File: src/rtl/arb_rsp_router.sv
// Return-path router: records granted port indices in a tag FIFO and steers the
// in-order downstream responses back to the originating port.
// Optional protocol checking is enabled with `define ARB_RSP_ROUTER_CHECK_EN.
module arb_rsp_router #(
  parameter int NUM_PORTS = 16,
  parameter int DATA_W    = 32,
  parameter int DEPTH     = 8
) (
  input  logic                         clk_i,
  input  logic                         rst_i,
  input  logic [NUM_PORTS-1:0]         gnt_i,
  input  logic                         gnt_fire_i,
  output logic                         issue_ready_o,
  input  logic                         rsp_valid_i,
  input  logic [DATA_W-1:0]            rsp_data_i,
  output logic                         rsp_ready_o,
  output logic [NUM_PORTS-1:0]         port_rsp_valid_o,
  output logic [DATA_W-1:0]            port_rsp_data_o,
  input  logic [NUM_PORTS-1:0]         port_rsp_ready_i,
  output logic [$clog2(DEPTH+1)-1:0]   outstanding_o,
  output logic                         err_o
);
  localparam int IDX_W = $clog2(NUM_PORTS);
  localparam int PTR_W = $clog2(DEPTH);
  localparam int CNT_W = $clog2(DEPTH+1);

  logic [DEPTH-1:0][IDX_W-1:0] tags_q;
  logic [PTR_W-1:0]            wr_ptr_q, wr_ptr_d;
  logic [PTR_W-1:0]            rd_ptr_q, rd_ptr_d;
  logic [CNT_W-1:0]            count_q, count_d;
  logic                        err_q, err_d;

  logic [IDX_W-1:0] gnt_idx;
  logic [IDX_W-1:0] head_idx;
  logic             gnt_onehot;
  logic             empty;
  logic             push, pop;

  // Lowest set bit wins; an all-zero grant encodes to index 0.
  always_comb begin
    gnt_idx = '0;
    for (int i = NUM_PORTS-1; i >= 0; i--) begin
      if (gnt_i[i]) gnt_idx = IDX_W'(i);
    end
  end

  assign gnt_onehot = (gnt_i != '0) && ((gnt_i & (gnt_i - 1'b1)) == '0);

  assign empty         = (count_q == '0);
  assign head_idx      = tags_q[rd_ptr_q];
  assign issue_ready_o = (count_q < CNT_W'(DEPTH));
  assign rsp_ready_o   = !empty && port_rsp_ready_i[head_idx];
  assign pop           = rsp_valid_i && rsp_ready_o;

`ifdef ARB_RSP_ROUTER_CHECK_EN
  assign push  = gnt_fire_i && issue_ready_o && gnt_onehot;
  assign err_d = err_q || (gnt_fire_i && !gnt_onehot) || (rsp_valid_i && empty);
`else
  assign push  = gnt_fire_i && issue_ready_o;
  assign err_d = 1'b0;
`endif

  for (genvar p = 0; p < NUM_PORTS; p++) begin : g_port
    assign port_rsp_valid_o[p] = rsp_valid_i && !empty && (head_idx == IDX_W'(p));
  end

  assign port_rsp_data_o = rsp_data_i;
  assign outstanding_o   = count_q;
  assign err_o           = err_q;

  always_comb begin
    wr_ptr_d = wr_ptr_q;
    rd_ptr_d = rd_ptr_q;
    count_d  = count_q;
    if (push) wr_ptr_d = wr_ptr_q + PTR_W'(1);
    if (pop)  rd_ptr_d = rd_ptr_q + PTR_W'(1);
    if (push && !pop)      count_d = count_q + CNT_W'(1);
    else if (pop && !push) count_d = count_q - CNT_W'(1);
  end

  always_ff @(posedge clk_i) begin
    if (rst_i) begin
      wr_ptr_q <= '0;
      rd_ptr_q <= '0;
      count_q  <= '0;
      err_q    <= 1'b0;
    end else begin
      wr_ptr_q <= wr_ptr_d;
      rd_ptr_q <= rd_ptr_d;
      count_q  <= count_d;
      err_q    <= err_d;
    end
  end

  // Tag storage needs no reset: entries are only read once the count covers them.
  always_ff @(posedge clk_i) begin
    if (push) tags_q[wr_ptr_q] <= gnt_idx;
  end

  logic unused_ok;
  assign unused_ok = gnt_onehot;
endmodule
File: config.mk
export PLATFORM = sky130hd
export DESIGN_NAME = arb_rsp_router
export DESIGN_NICKNAME = d
export VERILOG_FILES = /design/src/rtl/arb_rsp_router.sv
export SDC_FILE = /design/constraint.sdc
export NUM_CORES = 1
export LEC_CHECK = 0
export CORE_ASPECT_RATIO = 1.2
export CORE_MARGIN = 8
export CORE_UTILIZATION = 37
export DETAILED_ROUTE_END_ITERATION = 12
export HOLD_SLACK_MARGIN = 0.05
export PLACE_DENSITY = 0.77
export SLEW_MARGIN = 15
export SYNTH_ARGS = -nofsm -noshare
export SYNTH_HDL_FRONTEND = slang
export SYNTH_SLANG_ARGS = --single-unit
File: constraint.sdc
create_clock -name clk_i -period 3.5 [get_ports clk_i]
set_input_delay 1.05 -clock clk_i [delete_from_list [all_inputs] [get_ports clk_i]]
set_output_delay 1.05 -clock clk_i [all_outputs]
set_load 0.1 [all_outputs]
# ---- Yosys cells after proc, flatten, opt, wreduce, memory -nomap -nowiden
# Cells that the tools add are included.
# W data, S select, Z words.
dict set report op_classes {
  n_addsub 4
  mul 0
  div 0
  magnitude_cmp 5
  n_eq_ne 15
  shifts 0
  mux 25
  bitwise 0
  n_reduce_logical 29
}
# cell count
set ops {}
lappend ops {{$mux W4} 20}
lappend ops {{$bwmux W32} 1}
lappend ops {{$eq A4 B4 Y1 const B} 8}
lappend ops {{$logic_and A1 B1 Y1} 23}
lappend ops {{$eq A4 B3 Y1 const B} 4}
lappend ops {{$bmux W4 S3} 1}
lappend ops {{$demux W4 S3} 1}
lappend ops {{$eq A4 B2 Y1 const B} 2}
lappend ops {{$logic_not A4 Y1} 2}
lappend ops {{$lt A3 B4 Y1 const B} 2}
lappend ops {{$add A3 B1 Y3 const B} 2}
lappend ops {{$lt A4 B5 Y1 const B} 1}
lappend ops {{$add A4 B1 Y4 const B} 1}
lappend ops {{$bmux W1 S4} 1}
lappend ops {{$eq A4 B1 Y1 const B} 1}
lappend ops {{$lt A4 B4 Y1 const B} 1}
lappend ops {{$sub A4 B1 Y4 const B} 1}
lappend ops {{$ge A3 B1 Y1 const B} 1}
lappend ops {{$logic_not A1 Y1} 3}
lappend ops {{$reduce_bool A2 Y1} 1}
lappend ops {{$mux W1} 1}
dict set report word_totals {
  register_bits 42
  latch_bits 0
  mem_bits_rw 0
  mem_bits_ro 0
  inputBits 68
  output_inout_bits 55
  elab_cells 89
  mem_count 0
}

# ---- Logic depth before layout (Yosys ltp)
# Gate-level depths: netlist of run 1.
dict set report logic_depth {
  depth_word 17
  depth_mapped 17
  depth_no_buf 14
}

# ---- Worst setup path after synthesis of run 1
# Ideal clock, no wire load.
dict set report synth_timing {
  kind {flip-flop to output port}
  start {reg rd_ptr_q[0]}
  end {out rsp_ready_o}
  arrival_time_ps 3979
  required_time_ps 2450
  path_slack_ps -1529
  stages_incl_launch_ff 9
  path_buffers 2
  cell_sequence {dfxtp_1 -> buf_2 -> mux2i_1 -> mux4_2 -> buf_2 -> mux2i_1 -> and3_1 -> o41a_1 -> nor3_1}
}
dict set report synth_between {
  elab_chain_cells 5
}
# item line_no
set synth_lines {}
lappend synth_lines {{start, declared} 29} ;# logic [PTR_W-1:0] rd_ptr_q, rd_ptr_d;
lappend synth_lines {{start signal, assigned} 89} ;# rd_ptr_q <= rd_ptr_d;
lappend synth_lines {{$bmux W4 S3} 50} ;# assign head_idx = tags_q[rd_ptr_q];
lappend synth_lines {{$mux W4 (not written as such)} 50}
lappend synth_lines {{$bmux W1 S4} 52} ;# assign rsp_ready_o = !empty && port_rsp_ready_i[head_idx];
lappend synth_lines {{$mux W1 (not written as such)} 52}
lappend synth_lines {{$logic_and A1 B1 Y1} 52}
lappend synth_lines {{end, declared} 16} ;# output logic rsp_ready_o,
# Every way passes these cells. The select of a mux whose other input is x is not followed.

# ---- Final worst setup path of run 1
# Ends and elaborated chain as after synthesis.

==> qor.csv, run 1 <==
metric;value;unit
DR iter-0 viols;48;
Crit Path Class;reg2out;
CP max FO;6;
top-count cell post-synth;nor2_1;
number of synthesis warnings;0;
detailed-route DRC error count;0;
clock power share;0.120;
syn avg cell area;10.4;um^2
Vias;1867;
ys async rst share;0;
CP Capture Type;output port;
fin crit share;1.05;
fin crit period;3.68;ns
# IOs;123;
area of all placed cells without fillers;0.00364;mm^2
main combinational cell family by area after synthesis;simple AND/OR/NAND/NOR gates;
Worst Hold Class;reg2reg;
Max Buffers Root-to-Sink;2;
Pre-antenna DRT Iters;4;
crit path launch type;register;
status;complete, but fails checks;
VDD IR max;0.457;mV
initial antenna violation count;0;
clock-pin slew on the worst setup and hold paths;0.08;ns
Sw Ratio;0.450;
top cell type's share of synthesized area;0.377;
Comb pwr share;0.623;
first-pass GRT wire length;8.90;mm
Final HPWL DP;4.48;mm
Main synth FF type;edfxtp_1;
CTS H-tree depth;2;
share of cells above drive strength 1;0.355;
internal power;1.38;mW
Fin. Hold Viols;0;
CP arrival;2.63;ns
Congestion Overflow GR;0;
largest cells by area after synthesis;edfxtp_1, buf_4, mux2i_1;
placed standard-cell area;0.00344;mm^2
Buffers on Ports;57;
# hold bufs at CTS;0;
sequential power share;0.257;
area leader, netlist;edfxtp_1;
Post-synth EDFFs;32;
CTS Sinks;42;
Inst Count DP;372;
failing checks;negative setup slack;
gp weighted congestion;0.761;
Overall Power;2.52;mW
WL/cell;14.4;um
Post-Synth XOR/XNOR Area;0.0206;
Worst Skew;0.00371;ns
final setup violation count;6;
achievable frequency;0.272;GHz
WP data required;2.45;ns
CTS Buf Count;5;
Routed WL;5.53;mm
Non-Filler Instances;383;
vias in the first global route;1861;
register bit count reported by yosys;42;
Post-synth top cells;nor2_1, buf_4, edfxtp_1;
Compound-Gate Fraction of Synth Area;0.0575;
Tot GR Track Use;0.113;
CTS root buf;clkbuf_8;
worst-margin pin slew;0.728;ns
Netlist cell types;37;
Core Region;0.00677;mm^2
DR vias/cell;4.87;
sequential area share after synthesis;0.456;
Worst slew margin;0.511;
Row Count;33;
initial core utilization;0.376;
# diodes;0;
Final Core Density;0.537;
post-synthesis mux area share;0.147;
Die X-Extent;91.7;um
Leakage Power;1.35;nW
area delta synth->final;42.8;%
clk_lat worst skew;0.29;ns
pin count of the biggest net entering global routing;15;
NumNets Final;369;
CTS tree;yes;
die height;107;um
simple-gate share of the synthesized area;0.151;
Max Cap Viol;0;
die area;0.00981;mm^2
Cell Area, Synth;0.00255;mm^2
Mapped Nets;318;
hold slack;0.511;ns
Setup WS post-layout;-0.177;ns
RSZ-0062 raised after global routing;yes;
Psw;1.13;mW
Cells after Synth;244;
Slew Limit Fails;0;
pwr dens;692;mW/mm^2
Synth Area in Adders;0.0324;
Routed Antenna Nets;0;
## path summary, 6_finish.rpt
path / cells past startpoint / slack, ns / end / from
max: 8 / -0.18 / rsp_ready_o / rd_ptr_q[0]
min: 2 / 0.51 / wr_ptr_q[0] / wr_ptr_q[0]
max reg2reg: 14 / -0.10 / outstanding_o[3] / rd_ptr_q[0]
min reg2reg: 2 / 0.51 / wr_ptr_q[0] / wr_ptr_q[0]
## routing by layer
metal  up-vias  global-route usage  routed length [um]
met2        81               0.204                2810
met5         -                   0                   0
met4         0              0.0519                 119
li1        930                   -                   -
met1       848               0.117                2260
met3         8              0.0342                 338
## placed cells by master, fill, tap and decap left out, drive strengths merged, types with 2 or more instances in the layout
cell / n
mux2: 5
or3: 4
dlygate4sd2: 4
inv: 12
mux2i: 25
and3: 3
ha: 5
a21oi: 11
o22ai: 3
nand2b: 6
mux4: 3
buf: 51
nor3: 12
nand3b: 2
o21bai: 3
edfxtp: 32
nand2: 7
a221oi: 2
xnor2: 3
nor4: 3
dfxtp: 10
nor2: 37
clkbuf: 5
xor2: 3
clkdlybuf4s50: 30
## kinds of logic after synthesis
logic type                 after synthesis
buffers and inverters                   53
muxes                                   33
DFF                                     42
other                                    1
adders and majority gates                6
xor gates and xnor gates                 6
and+or+nand+nor                         80
AOI/OAI and AO/OA                       23
## area by class of cell
type	instances	area, um^2
multi-input combinational	149	1270
clock buffer	5	68.8
timing repair buffer	86	955
inverter	11	43.8
sequential	42	1170
clock inverter	3	20.0
tap	87	109
fill	576	3130
## power by group through the flow
| stage | logic, mW | clock network, mW | registers [mW] |
|---|---|---|---|
| floorplan | 1.07 | 0 | 0.797 |
| CTS | 1.50 | 0.312 | 0.648 |
| global placement | 1.45 | 0 | 0.656 |
| global route | 1.67 | 0.326 | 0.659 |
| finish | 1.57 | 0.303 | 0.647 |
| detailed placement | 1.47 | 0 | 0.658 |
## per-stage QoR
step           TNS, ns  worst slack (ns)
2_1_floorplan   -0.859            -0.169
3_3_place_gp    -0.912            -0.392
3_5_place_dp     -1.09            -0.441
4_1_cts         -0.331            -0.205
5_1_grt          -1.19            -0.260
6_report        -0.577            -0.177
## state kept, by name (all words and copies together), names as in the netlist
name,count
rd_ptr_q,3
tags_q,32
wr_ptr_q,3
outstanding_o,4
## timing repair
action / 4_1_cts / 5_1_grt
hold endpoints to repair: 0 / 0
pin swaps: 6 / 15
endpoints found under the setup margin: 12 / 16
gates resized for setup: 14 / 13
setup buffers: 1 / 3
## critical path, stage by stage, from the launching register on
cell,delay [ns]
dfxtp_4,0.37
mux2i_1,0.12
mux4_2,0.58
mux2i_1,0.16
and3_1,0.18
o41a_1,0.44
buf_6,0.14
nor3_4,0.14
buf_12,0.20
Note: power is estimated with default switching activity, not from simulation.
==> run 2, diff against run 1 <==
==> constraint.sdc (replaced) <==
create_clock -name clk_i -period 3.5 [get_ports clk_i]
set_input_delay 1.05 -clock clk_i [delete_from_list [all_inputs] [get_ports clk_i]]
set_output_delay 1.05 -clock clk_i [all_outputs]
set_load 0.005 [all_outputs]
==> run 2 against run 1 <==
Against the previous run:
- the run still ends with negative setup slack left
- utilization decreased by 4.0 points
- flip-flop and latch count stayed put
- fmax rose by 2.4%
- global-route usage rose by 0.49 points
- worst hold slack lost 0.0036 ns
- critical path type is now in2reg
- critical endpoint is now outstanding_o[3]
==> qor.csv, run 2 (synthesis results as in run 1) <==
metric;value;unit;change
Slew Limit Fails;0;;unchanged
pwr dens;607;mW/mm^2;-12%
Reg2Reg Setup Slack;-0.06;ns;+0.04 ns
GRT met2 Usage;0.206;;+0.00206
achievable frequency;0.279;GHz;+2.4%
Worst Skew;0.00358;ns;-0.000134 ns
share of cells above drive strength 1;0.235;;-0.120
Final TNS setup;-0.107;ns;+0.470 ns
Fin. Hold Viols;0;;unchanged
crit path launch type;input port;;
Congestion Overflow GR;0;;unchanged
Vias;1880;;+0.70%
first-pass GRT wire length;9.35;mm;+5.0%
M3 GR Usage;0.0454;;+0.0112
CP Capture Type;register;;
CTS root buf;clkbuf_8;;
Worst Hold Class;reg2reg;;
flip-flop and latch area;0.00117;mm^2;-0.75%
fin crit share;1.03;;-0.0250
vias in the first global route;1943;;+4.4%
GRT Max-Usage Layer;met2;;
Core Region;0.00677;mm^2;unchanged
Routed Antenna Nets;0;;unchanged
# IOs;123;;unchanged
fin crit period;3.59;ns;-0.0875 ns
DR iter-0 viols;78;;+63%
hold slack;0.507;ns;-0.00356 ns
Buffers on Ports;57;;unchanged
gp weighted congestion;0.831;;+9.2%
initial antenna violation count;0;;unchanged
CTS Sinks;42;;unchanged
detailed-route DRC error count;0;;unchanged
Place WS;-0.468;ns;-0.0268 ns
Final HPWL DP;4.45;mm;-0.63%
area delta synth->final;32.2;%;
Routed WL;5.77;mm;+4.3%
clock-pin slew on the worst setup and hold paths;0.08;ns;about the same
CTS tree;yes;;
Die X-Extent;91.7;um;unchanged
Pre-antenna DRT Iters;4;;unchanged
area of all placed cells without fillers;0.00337;mm^2;-7.5%
die area;0.00981;mm^2;unchanged
WP data required;3.72;ns;+1.27 ns
# diodes;0;;unchanged
DR vias/cell;4.93;;+1.2%
die height;107;um;unchanged
fillers;628;;+9.0%
pin count of the biggest net entering global routing;15;;unchanged
CP arrival;3.81;ns;+1.18 ns
Tot GR Track Use;0.118;;+0.00490
commonest non-fill, non-tap cell in the layout;clkdlybuf4s50_1;;
Max Cap Viol;0;;unchanged
clk_lat worst skew;0.29;ns;about the same
failing checks;negative setup slack;;
status;complete, but fails checks;;
Leakage Power;1.34;nW;-1.2%
routing usage on met1;0.123;;+0.00605
worst-margin pin slew;0.699;ns;-0.0293 ns
final setup violation count;2;;-4
Non-Filler Instances;381;;-0.52%
max reg flops;32;;unchanged
Most flops, register;tags_q;;
CTS Buf Count;5;;unchanged
WL/cell;15.1;um;+4.9%
initial core utilization;0.376;;unchanged
NumNets Final;367;;-0.54%
Row Count;33;;unchanged
RSZ-0062 raised after global routing;yes;;
CTS H-tree depth;2;;unchanged
Crit Path Class;in2reg;;
placed standard-cell area;0.00312;mm^2;-9.3%
Max Buffers Root-to-Sink;2;;unchanged
VDD IR max;0.379;mV;-17%
Setup WS post-layout;-0.0891;ns;+0.0875 ns
commonest non-fill, non-tap cells in the layout;clkdlybuf4s50_1, nor2_1, edfxtp_1;;
Inst Count DP;366;;-1.6%
Worst slew margin;0.531;;+0.0197
CP max FO;3;;-3
multi-input logic area;0.00114;mm^2;-10%
==> run 2: cell count changes in the layout (fill, tap and decap cells not counted), moves of 3 or more <==
cell             change
buf_12              -15
buf_4                -8
clkbuf_2             +3
clkdlybuf4s50_1     +10
dfxtp_1              +3
dlygate4sd2_1        +8
mux2i_1              -3
mux2i_2              +3
nor2_1              +12
nor2_2               +3
nor2_4              -15
==> run 2: routing by layer <==
layer / routed length (um) / vias up
li1: - / 925
met1: 2370 / 875
met2: 2890 / 70
met3: 394 / 10
met4: 110 / 0
met5: 0 / -
==> run 2: cell type report <==
class | count | share of cell area
clock buffers | 5 | 0.0204
clock inverters | 3 | 0.0204
inverters | 11 | 0.0130
multi-input cells | 149 | 0.338
flip-flops and latches | 42 | 0.346
well taps | 87 | 0.0323
repair buffers | 84 | 0.230
==> run 2: what timing repair did <==
action | CTS | global route
buffers inserted | 6 | 1
setup endpoints to repair | 18 | 8
pin swaps | 4 | 1
resized for setup | 30 | 19
hold buffers | 0 | 0
==> run 2: worst paths after layout <==
kind / from / cells after the start / endpoint
min: wr_ptr_q[0] / 2 / wr_ptr_q[0]
min reg2reg: wr_ptr_q[0] / 2 / wr_ptr_q[0]
max: port_rsp_ready_i[12] / 13 / outstanding_o[3]
max reg2reg: rd_ptr_q[0] / 14 / outstanding_o[3]
==> run 2: worst max-delay path, cell delays in order <==
cell and delay [ns]:
clkdlybuf4s50_1 0.46, mux2i_1 0.06, and3_1 0.18, o41a_1 0.45
or3_4 0.37, ha_4 0.18, inv_4 0.06, ha_4 0.18
a21o_1 0.16, a21oi_2 0.13, xnor2_1 0.08, or3_1 0.30
a21oi_1 0.12
==> run 2: power breakdown <==
| part | internal, mW | switching, mW | total, mW |
|---|---|---|---|
| registers | 0.590 | 0.0557 | 0.646 |
| logic | 0.520 | 0.423 | 0.943 |
| clock network | 0.286 | 0.170 | 0.456 |
| total | 1.40 | 0.649 | 2.04 |
==> run 2: metrics by stage <==
step	power, mW	util
floorplan	1.22	-
global placement	1.49	0.460
detailed placement	1.51	0.460
CTS	2.01	0.490
global route	2.18	0.497
finish	2.04	0.497
